`src/rtl/fetch_unit_pkg.sv`:
```
// Shared core definitions for the fetch front end.
// NOP encoding, default boot address and fetch FSM states.
package fetch_unit_pkg;

  localparam logic [31:0] NOP = 32'h0000_0013;
  localparam logic [31:0] DEFAULT_RESET_PC = 32'h0000_0000;

  typedef enum logic {
    BOOT  = 1'b0,
    FETCH = 1'b1
  } fetch_state_e;

endpackage

```
`src/rtl/fetch_unit_if.sv`:
```
// Fetch unit bus bundle: redirect, instruction memory and decode sides.
// master is the fetch unit, slave is memory/decode/EX.
interface fetch_unit_if #(
  parameter int AW = 32
);

  logic          i_redirect;
  logic [AW-1:0] i_redirect_pc;
  logic          o_imem_req;
  logic [AW-1:0] o_imem_addr;
  logic          i_imem_gnt;
  logic          i_imem_rvalid;
  logic [31:0]   i_imem_rdata;
  logic          o_valid;
  logic [AW-1:0] o_pc;
  logic [31:0]   o_instr;
  logic          i_ready;

  modport master (
    input  i_redirect,
    input  i_redirect_pc,
    input  i_imem_gnt,
    input  i_imem_rvalid,
    input  i_imem_rdata,
    input  i_ready,
    output o_imem_req,
    output o_imem_addr,
    output o_valid,
    output o_pc,
    output o_instr
  );

  modport slave (
    output i_redirect,
    output i_redirect_pc,
    output i_imem_gnt,
    output i_imem_rvalid,
    output i_imem_rdata,
    output i_ready,
    input  o_imem_req,
    input  o_imem_addr,
    input  o_valid,
    input  o_pc,
    input  o_instr
  );

endinterface

```
`src/rtl/fetch_unit_fifo.sv`:
```
// Prefetch FIFO of {pc, instr} with push/pop/flush.
// Head entry is read combinationally; flush wins over push.
module fetch_fifo #(
  parameter int DEPTH = 4,
  parameter int AW    = 32
) (
  input  logic                   clk,
  input  logic                   rst_n,
  input  logic                   push,
  input  logic [AW-1:0]          push_pc,
  input  logic [31:0]            push_instr,
  input  logic                   pop,
  input  logic                   flush,
  output logic [AW-1:0]          head_pc,
  output logic [31:0]            head_instr,
  output logic [$clog2(DEPTH):0] count,
  output logic                   full,
  output logic                   empty
);

  localparam int PW = $clog2(DEPTH);

  logic [AW-1:0] pc_mem  [DEPTH];
  logic [31:0]   ins_mem [DEPTH];
  logic [PW-1:0] wr_ptr;
  logic [PW-1:0] rd_ptr;
  logic          do_push;
  logic          do_pop;

  assign full    = count == (PW+1)'(DEPTH);
  assign empty   = count == '0;
  assign do_push = push && !full;
  assign do_pop  = pop && !empty;

  always_ff @(posedge clk or negedge rst_n) begin
    if (!rst_n) begin
      wr_ptr <= '0;
      rd_ptr <= '0;
      count  <= '0;
    end else if (flush) begin
      wr_ptr <= '0;
      rd_ptr <= '0;
      count  <= '0;
    end else begin
      if (do_push) wr_ptr <= wr_ptr + PW'(1);
      if (do_pop)  rd_ptr <= rd_ptr + PW'(1);
      count <= count + (PW+1)'(do_push)
                     - (PW+1)'(do_pop);
    end
  end

  // storage needs no reset: entries are only read when count != 0
  always_ff @(posedge clk) begin
    if (do_push) begin
      pc_mem[wr_ptr]  <= push_pc;
      ins_mem[wr_ptr] <= push_instr;
    end
  end

  assign head_pc    = pc_mem[rd_ptr];
  assign head_instr = ins_mem[rd_ptr];

endmodule

```
`src/rtl/fetch_unit.sv`:
```
// Instruction fetch front end: PC, in-order imem requests,
// prefetch buffering and redirect with stale-response discard.
module fetch_unit
  import fetch_unit_pkg::*;
#(
  parameter int            AW       = 32,
  parameter int            DEPTH    = 4,
  parameter logic [AW-1:0] RESET_PC = AW'(DEFAULT_RESET_PC)
) (
  input logic          i_clk,
  input logic          i_reset_n,
  fetch_unit_if.master bus
);

  localparam int CW = $clog2(DEPTH) + 1;

  fetch_state_e  state;
  logic [AW-1:0] fetch_pc;
  logic [AW-1:0] resp_pc;
  logic [AW-1:0] target;
  logic [CW-1:0] outstanding;
  logic [CW-1:0] discard;
  logic [CW-1:0] count;
  logic [CW:0]   inflight;
  logic          req;
  logic          gnt_fire;
  logic          rsp;
  logic          push;
  logic          pop;
  logic          full;
  logic          empty;
  logic [AW-1:0] head_pc;
  logic [31:0]   head_instr;

  assign target   = bus.i_redirect_pc & ~AW'(3);
  assign inflight = {1'b0, count} + {1'b0, outstanding};
  assign req      = (state == FETCH)
                 && (inflight < (CW+1)'(DEPTH));
  assign gnt_fire = req && bus.i_imem_gnt;
  assign rsp      = bus.i_imem_rvalid;
  // a response landing with a redirect belongs to the old stream
  assign push     = rsp && (discard == '0)
                 && !bus.i_redirect;
  assign pop      = !empty && bus.i_ready;

  always_ff @(posedge i_clk or negedge i_reset_n) begin
    if (!i_reset_n) begin
      state       <= BOOT;
      fetch_pc    <= RESET_PC;
      resp_pc     <= RESET_PC;
      outstanding <= '0;
      discard     <= '0;
    end else begin
      unique case (state)
        BOOT:  state <= FETCH;
        FETCH: state <= FETCH;
      endcase
      outstanding <= outstanding + CW'(gnt_fire)
                                 - CW'(rsp);
      if (bus.i_redirect) begin
        fetch_pc <= target;
        resp_pc  <= target;
        discard  <= outstanding + CW'(gnt_fire)
                                - CW'(rsp);
      end else begin
        if (gnt_fire) fetch_pc <= fetch_pc + AW'(4);
        if (push)     resp_pc  <= resp_pc + AW'(4);
        if (rsp && discard != '0)
          discard <= discard - CW'(1);
      end
    end
  end

  fetch_fifo #(
    .DEPTH (DEPTH),
    .AW    (AW)
  ) u_fifo (
    .clk        (i_clk),
    .rst_n      (i_reset_n),
    .push       (push),
    .push_pc    (resp_pc),
    .push_instr (bus.i_imem_rdata),
    .pop        (pop),
    .flush      (bus.i_redirect),
    .head_pc    (head_pc),
    .head_instr (head_instr),
    .count      (count),
    .full       (full),
    .empty      (empty)
  );

  assign bus.o_imem_req  = req;
  assign bus.o_imem_addr = fetch_pc;
  assign bus.o_valid     = !empty;
  assign bus.o_pc        = empty ? '0 : head_pc;
  assign bus.o_instr     = empty ? NOP : head_instr;

  a_no_overflow: assert property (
    @(posedge i_clk) disable iff (!i_reset_n)
    !(push && full)
  );

endmodule
```
`src/flat_wrapper.sv`:
```
// flat-port wrapper written by rule: the top's interface ports become plain ports
module fetch_unit_flat import fetch_unit_pkg::*;
#(
  parameter int            AW       = 32,
  parameter int            DEPTH    = 4,
  parameter logic [AW-1:0] RESET_PC = AW'(DEFAULT_RESET_PC)
)
  (i_clk, i_reset_n, bus_i_redirect, bus_i_redirect_pc, bus_i_imem_gnt, bus_i_imem_rvalid, bus_i_imem_rdata, bus_i_ready, bus_o_imem_req, bus_o_imem_addr, bus_o_valid, bus_o_pc, bus_o_instr);
  fetch_unit_if #(.AW(AW)) bus_i ();
  input logic i_clk;
  input logic i_reset_n;
  input wire logic [$bits(bus_i.i_redirect)-1:0] bus_i_redirect;
  input wire logic [$bits(bus_i.i_redirect_pc)-1:0] bus_i_redirect_pc;
  input wire logic [$bits(bus_i.i_imem_gnt)-1:0] bus_i_imem_gnt;
  input wire logic [$bits(bus_i.i_imem_rvalid)-1:0] bus_i_imem_rvalid;
  input wire logic [$bits(bus_i.i_imem_rdata)-1:0] bus_i_imem_rdata;
  input wire logic [$bits(bus_i.i_ready)-1:0] bus_i_ready;
  output wire logic [$bits(bus_i.o_imem_req)-1:0] bus_o_imem_req;
  output wire logic [$bits(bus_i.o_imem_addr)-1:0] bus_o_imem_addr;
  output wire logic [$bits(bus_i.o_valid)-1:0] bus_o_valid;
  output wire logic [$bits(bus_i.o_pc)-1:0] bus_o_pc;
  output wire logic [$bits(bus_i.o_instr)-1:0] bus_o_instr;
  assign bus_i.i_redirect = bus_i_redirect;
  assign bus_i.i_redirect_pc = bus_i_redirect_pc;
  assign bus_i.i_imem_gnt = bus_i_imem_gnt;
  assign bus_i.i_imem_rvalid = bus_i_imem_rvalid;
  assign bus_i.i_imem_rdata = bus_i_imem_rdata;
  assign bus_i.i_ready = bus_i_ready;
  assign bus_o_imem_req = bus_i.o_imem_req;
  assign bus_o_imem_addr = bus_i.o_imem_addr;
  assign bus_o_valid = bus_i.o_valid;
  assign bus_o_pc = bus_i.o_pc;
  assign bus_o_instr = bus_i.o_instr;
  fetch_unit #(.AW(AW), .DEPTH(DEPTH), .RESET_PC(RESET_PC)) u_core (.i_clk(i_clk), .i_reset_n(i_reset_n), .bus(bus_i));
endmodule
```
`config.mk`:
```
export PLATFORM = sky130hd
export DESIGN_NAME = fetch_unit_flat
export DESIGN_NICKNAME = d
export VERILOG_FILES = /design/src/rtl/fetch_unit_pkg.sv /design/src/rtl/fetch_unit_if.sv /design/src/rtl/fetch_unit_fifo.sv /design/src/rtl/fetch_unit.sv /design/src/flat_wrapper.sv
export SDC_FILE = /design/constraint.sdc
export NUM_CORES = 1
export LEC_CHECK = 0
export ABC_AREA = 1
export CAP_MARGIN = 40
export CORE_MARGIN = 2
export CORE_UTILIZATION = 45
export CTS_CLUSTER_SIZE = 28
export DETAILED_ROUTE_END_ITERATION = 7
export PLACE_DENSITY = 0.69
export SYNTH_ARGS = -nofsm -noshare
export SYNTH_HDL_FRONTEND = slang
export SYNTH_SLANG_ARGS = --single-unit
```
`constraint.sdc`:
```
create_clock -name i_clk -period 4 [get_ports i_clk]
set_input_delay 0.8 -clock i_clk [delete_from_list [all_inputs] [get_ports i_clk]]
set_output_delay 0.8 -clock i_clk [all_outputs]
set_load 0.005 [all_outputs]
```
==> run_results.csv <==
group,metric,value,unit
global_route,grt-ovfl-total,0,
global_route,grt_start_max_net_pins,100,
floorplanning,die_h,185.1,um
yosys,synth.area.top_cells,"edfxtp_1 50%, dfrtp_1 13%, nor2_1 8.2%, nand2_1 6.1%, o21ai_0 5.3%",
route,via_count,10997,
global_route,grt_first_pass_wirelength,55030,um
worst_hold_path,hold_path_class,"primary input to async pin",
yosys,syn_avg_cell_area,9.924,um^2
clocking,cts.clk_slew.worst_paths,0.06,ns
critical_path,path_delay_family,"buffers and inverters",
critical_path,cpMostUsedCell,"nor2_1",
pwr,seqPwrFrac,41.4,%
placement,pre_cts_ws,0.7330,ns
yosys,synth_edf_count,248,
timing,clock.fmax,0.2756,GHz
pwr,p_leak,6.754,nW
route,drc_errors,0,
final_layout,stdcell_area,17870,um^2
route,wl,35440,um
global_route,grt_antenna_before_repair,2,
critical_path,critPathBufInv,2,
critical_path,crit_arrival,2.83,ns
global_route,track_usage,20.56,%
pwr,pwr-share-comb,30.1,%
timing,period_needed,3.629,ns
placement,dp_cells,2050,
critical_path,cp_max_fo,50,
final_layout,area_delta_synth_final,21.08,%
route,vias_per_cell,5.209,
pwr,p_sw,0.003250,W
clocking,ctsLongestPathBuffers,3,
timing,worst_slew_pin_slew,0.8431,ns
clocking,cts_tree,"built",
floorplanning,start_util,45.47,%
pwr,internal_power,0.007055,W
yosys,ys_ff_latch,322,
pwr,p_sw_share,31.54,%
floorplanning,dieArea,34260,um^2
timing,tns,0,ns
final_layout,register_area,9304,um^2
clocking,insertion_delay,0.52,ns
yosys,synth_top_area_share,50.47,%
floorplanning,rows,66,
critical_path,cp-end-kind,"output pin",
placement,place.gp.congestion,0.8690,
job,maxCapViolations,0,
final_layout,fin_nets,1731,
critical_path,setup.worst_path.class,"register to output pin",
outcome,status,"completed",
placement,port_buffers,161,
timing,period_share,90.72,%
clocking,root_buffer,"clkbuf_16",
timing,hold_violations,0,
pwr,powerDensity,576.8,nW/um^2
clocking,ctsHoldBuffers,0,
yosys,synthFlopType,"edfxtp_1",
pwr,total_power,0.01031,W
timing,rsz0062_at_grt,"no",
clocking,cts.sinks,322,
clocking,cts_inserted_buffers,35,
final_layout,drive_above_1_share,7.250,%
pwr,p_clk_share,28.5,%
yosys,yosys_warnings,0,
route,drtPass1Iterations,5,
critical_path,max_stage_delay,0.70,ns
critical_path,cp_cell_sequence,"buf_4 > nor2_1 > nor2_1 > o21ai_0 > a21oi_1 > clkdlybuf4s50_1",
yosys,yosysSeqAreaShare,63.02,%
critical_path,crit_path_top_delay_cell,"dfrtp_4",
placement,placed_area,16820,um^2
yosys,synth_cells,1487,
global_route,grt_pass1_vias,10209,
final_layout,antenna_cells,0,
floorplanning,dieWidth,185.1,um
clocking,cts_max_level,2,
route,ant_nets,0,
route,drt-wirelength-per-cell,16.79,um
timing,drv_slew,0,
timing,setup_viol,0,
final_layout,fin_cells,2111,
yosys,syn_area,14760,um^2
clocking,ctsResizeCount,0,
critical_path,reg2reg_slack,1.43,ns
clocking,post_cts_buffers,0,
final_layout,fillers,2803,
floorplanning,num_io_pins,168,
floorplanning,core,32450,um^2
yosys,yosysUniqueCellTypes,46,
pwr,ir_drop,0.3132,mV
placement,dpl.hpwl,22650,um
final_layout,multiInputGateArea,4770,um^2
timing,fin_skew,0.02588,ns
yosys,yosysTopAreaCell,"edfxtp_1",
timing,slew_headroom,43.80,%
timing,layout_setup_ws,0.3710,ns
critical_path,required,3.20,ns
yosys,async_flop_share,22.98,%
critical_path,crit_path_start_kind,"register",
route,drtIter0Drc,902,
==> placed cells by master (no fill, tap or decap), drive strengths merged, types with 5 or more instances in the layout <==
cell	synthesis	final
clkinv	0	13
clkdlybuf4s50	0	159
ha	14	14
nor3	9	9
inv	102	102
nand2	255	255
dfrtp	74	74
o21ai	161	161
a21oi	75	75
conb	2	5
o21bai	7	7
xor2	10	10
buf	42	25
xnor2	6	6
nand4	10	10
clkbuf	24	46
edfxtp	248	248
nand3	75	75
nor2	342	342
o211ai	10	10
==> worst register-to-register path, stage by stage (launching register included) <==
cell	delay, ns
dfrtp_1	0.37
inv_1	0.11
ha_1	0.20
nand3_2	0.18
nor2_1	0.20
nand2_2	0.22
ha_1	0.33
inv_1	0.05
ha_1	0.12
inv_1	0.05
fa_1	0.37
o21ai_0	0.17
a21oi_1	0.05
==> through the flow <==
step | hold slack [ns] | utilization [%]
detailed placement | 0.5169 | 51.84
floorplan | 0.4827 | -
global placement | 0.5096 | 51.78
global route | 0.2837 | 55.05
finish | 0.2498 | 55.05
CTS | 0.2656 | 55.05
==> sequential cells by signal, summed over array words and instances, names as in the netlist <==
register / count
u_core.u_fifo.ins_mem: 128
u_core.u_fifo.pc_mem: 120
u_core.bus.o_imem_addr: 30
u_core.resp_pc: 30
u_core.discard: 3
u_core.outstanding: 3
u_core.u_fifo.count: 3
u_core.u_fifo.rd_ptr: 2
u_core.u_fifo.wr_ptr: 2
u_core.state: 1
==> power groups by stage <==
| stage | clock [W] | sequential, W | combinational [W] |
|---|---|---|---|
| 3_5_place_dp | 0 | 0.00432 | 0.00313 |
| 5_1_grt | 0.00313 | 0.00430 | 0.00345 |
| 4_1_cts | 0.00299 | 0.00426 | 0.00315 |
| 2_1_floorplan | 0 | 0.00419 | 0.00161 |
| 3_3_place_gp | 0 | 0.00431 | 0.00307 |
| 6_report | 0.00294 | 0.00426 | 0.00311 |
==> cells in the mapped netlist (12+ instances only) <==
cell / instances
a21oi_1: 74
buf_2: 22
buf_4: 13
clkbuf_1: 24
dfrtp_1: 74
edfxtp_1: 248
ha_1: 14
inv_1: 95
nand2_1: 240
nand2_2: 12
nand3_1: 74
nor2_1: 324
o21ai_0: 157
==> layout make-up <==
cell class                      instances  share of cell area, %
Clock inverter                         15                 0.6513
Tap cell                              442                  3.095
Multi-Input combinational cell       1000                  26.69
Clock buffer                           46                  5.189
Timing Repair Buffer                  184                  10.15
Inverter                              102                  2.143
Sequential cell                       322                  52.07
==> layer usage <==
| metal | up-vias | track usage (%) | wire length (um) |
|---|---|---|---|
| li1 | 5338 | - | - |
| met4 | 2 | 5.397 | 683 |
| met2 | 325 | 33.81 | 16610 |
| met5 | - | 0 | 9 |
| met3 | 53 | 3.913 | 2206 |
| met1 | 5279 | 28.11 | 15930 |
==> worst paths after layout <==
path / start / to / cells after the start
max: u_core.u_fifo.rd_ptr[0] / bus_o_pc[25] / 6
min: i_reset_n / u_core.bus.o_imem_addr[2] / 1
max reg2reg: u_core.discard[0] / u_core.u_fifo.count[2] / 12
min reg2reg: u_core.outstanding[1] / u_core.outstanding[2] / 1
max in group asynchronous: i_reset_n / u_core.u_fifo.rd_ptr[0] / 2
min in group i_clk: u_core.outstanding[1] / u_core.outstanding[2] / 1
==> kinds of logic after synthesis <==
family	after synthesis	synth area share [%]
compound gates	265	9.539
other cells	2	0.05089
fa+ha+maj	16	1.458
xor+xnor	16	0.9496
flops	322	63.02
simple gates	698	20.04
buf+inv	168	4.943
Note: power is estimated with default switching activity, not from simulation.
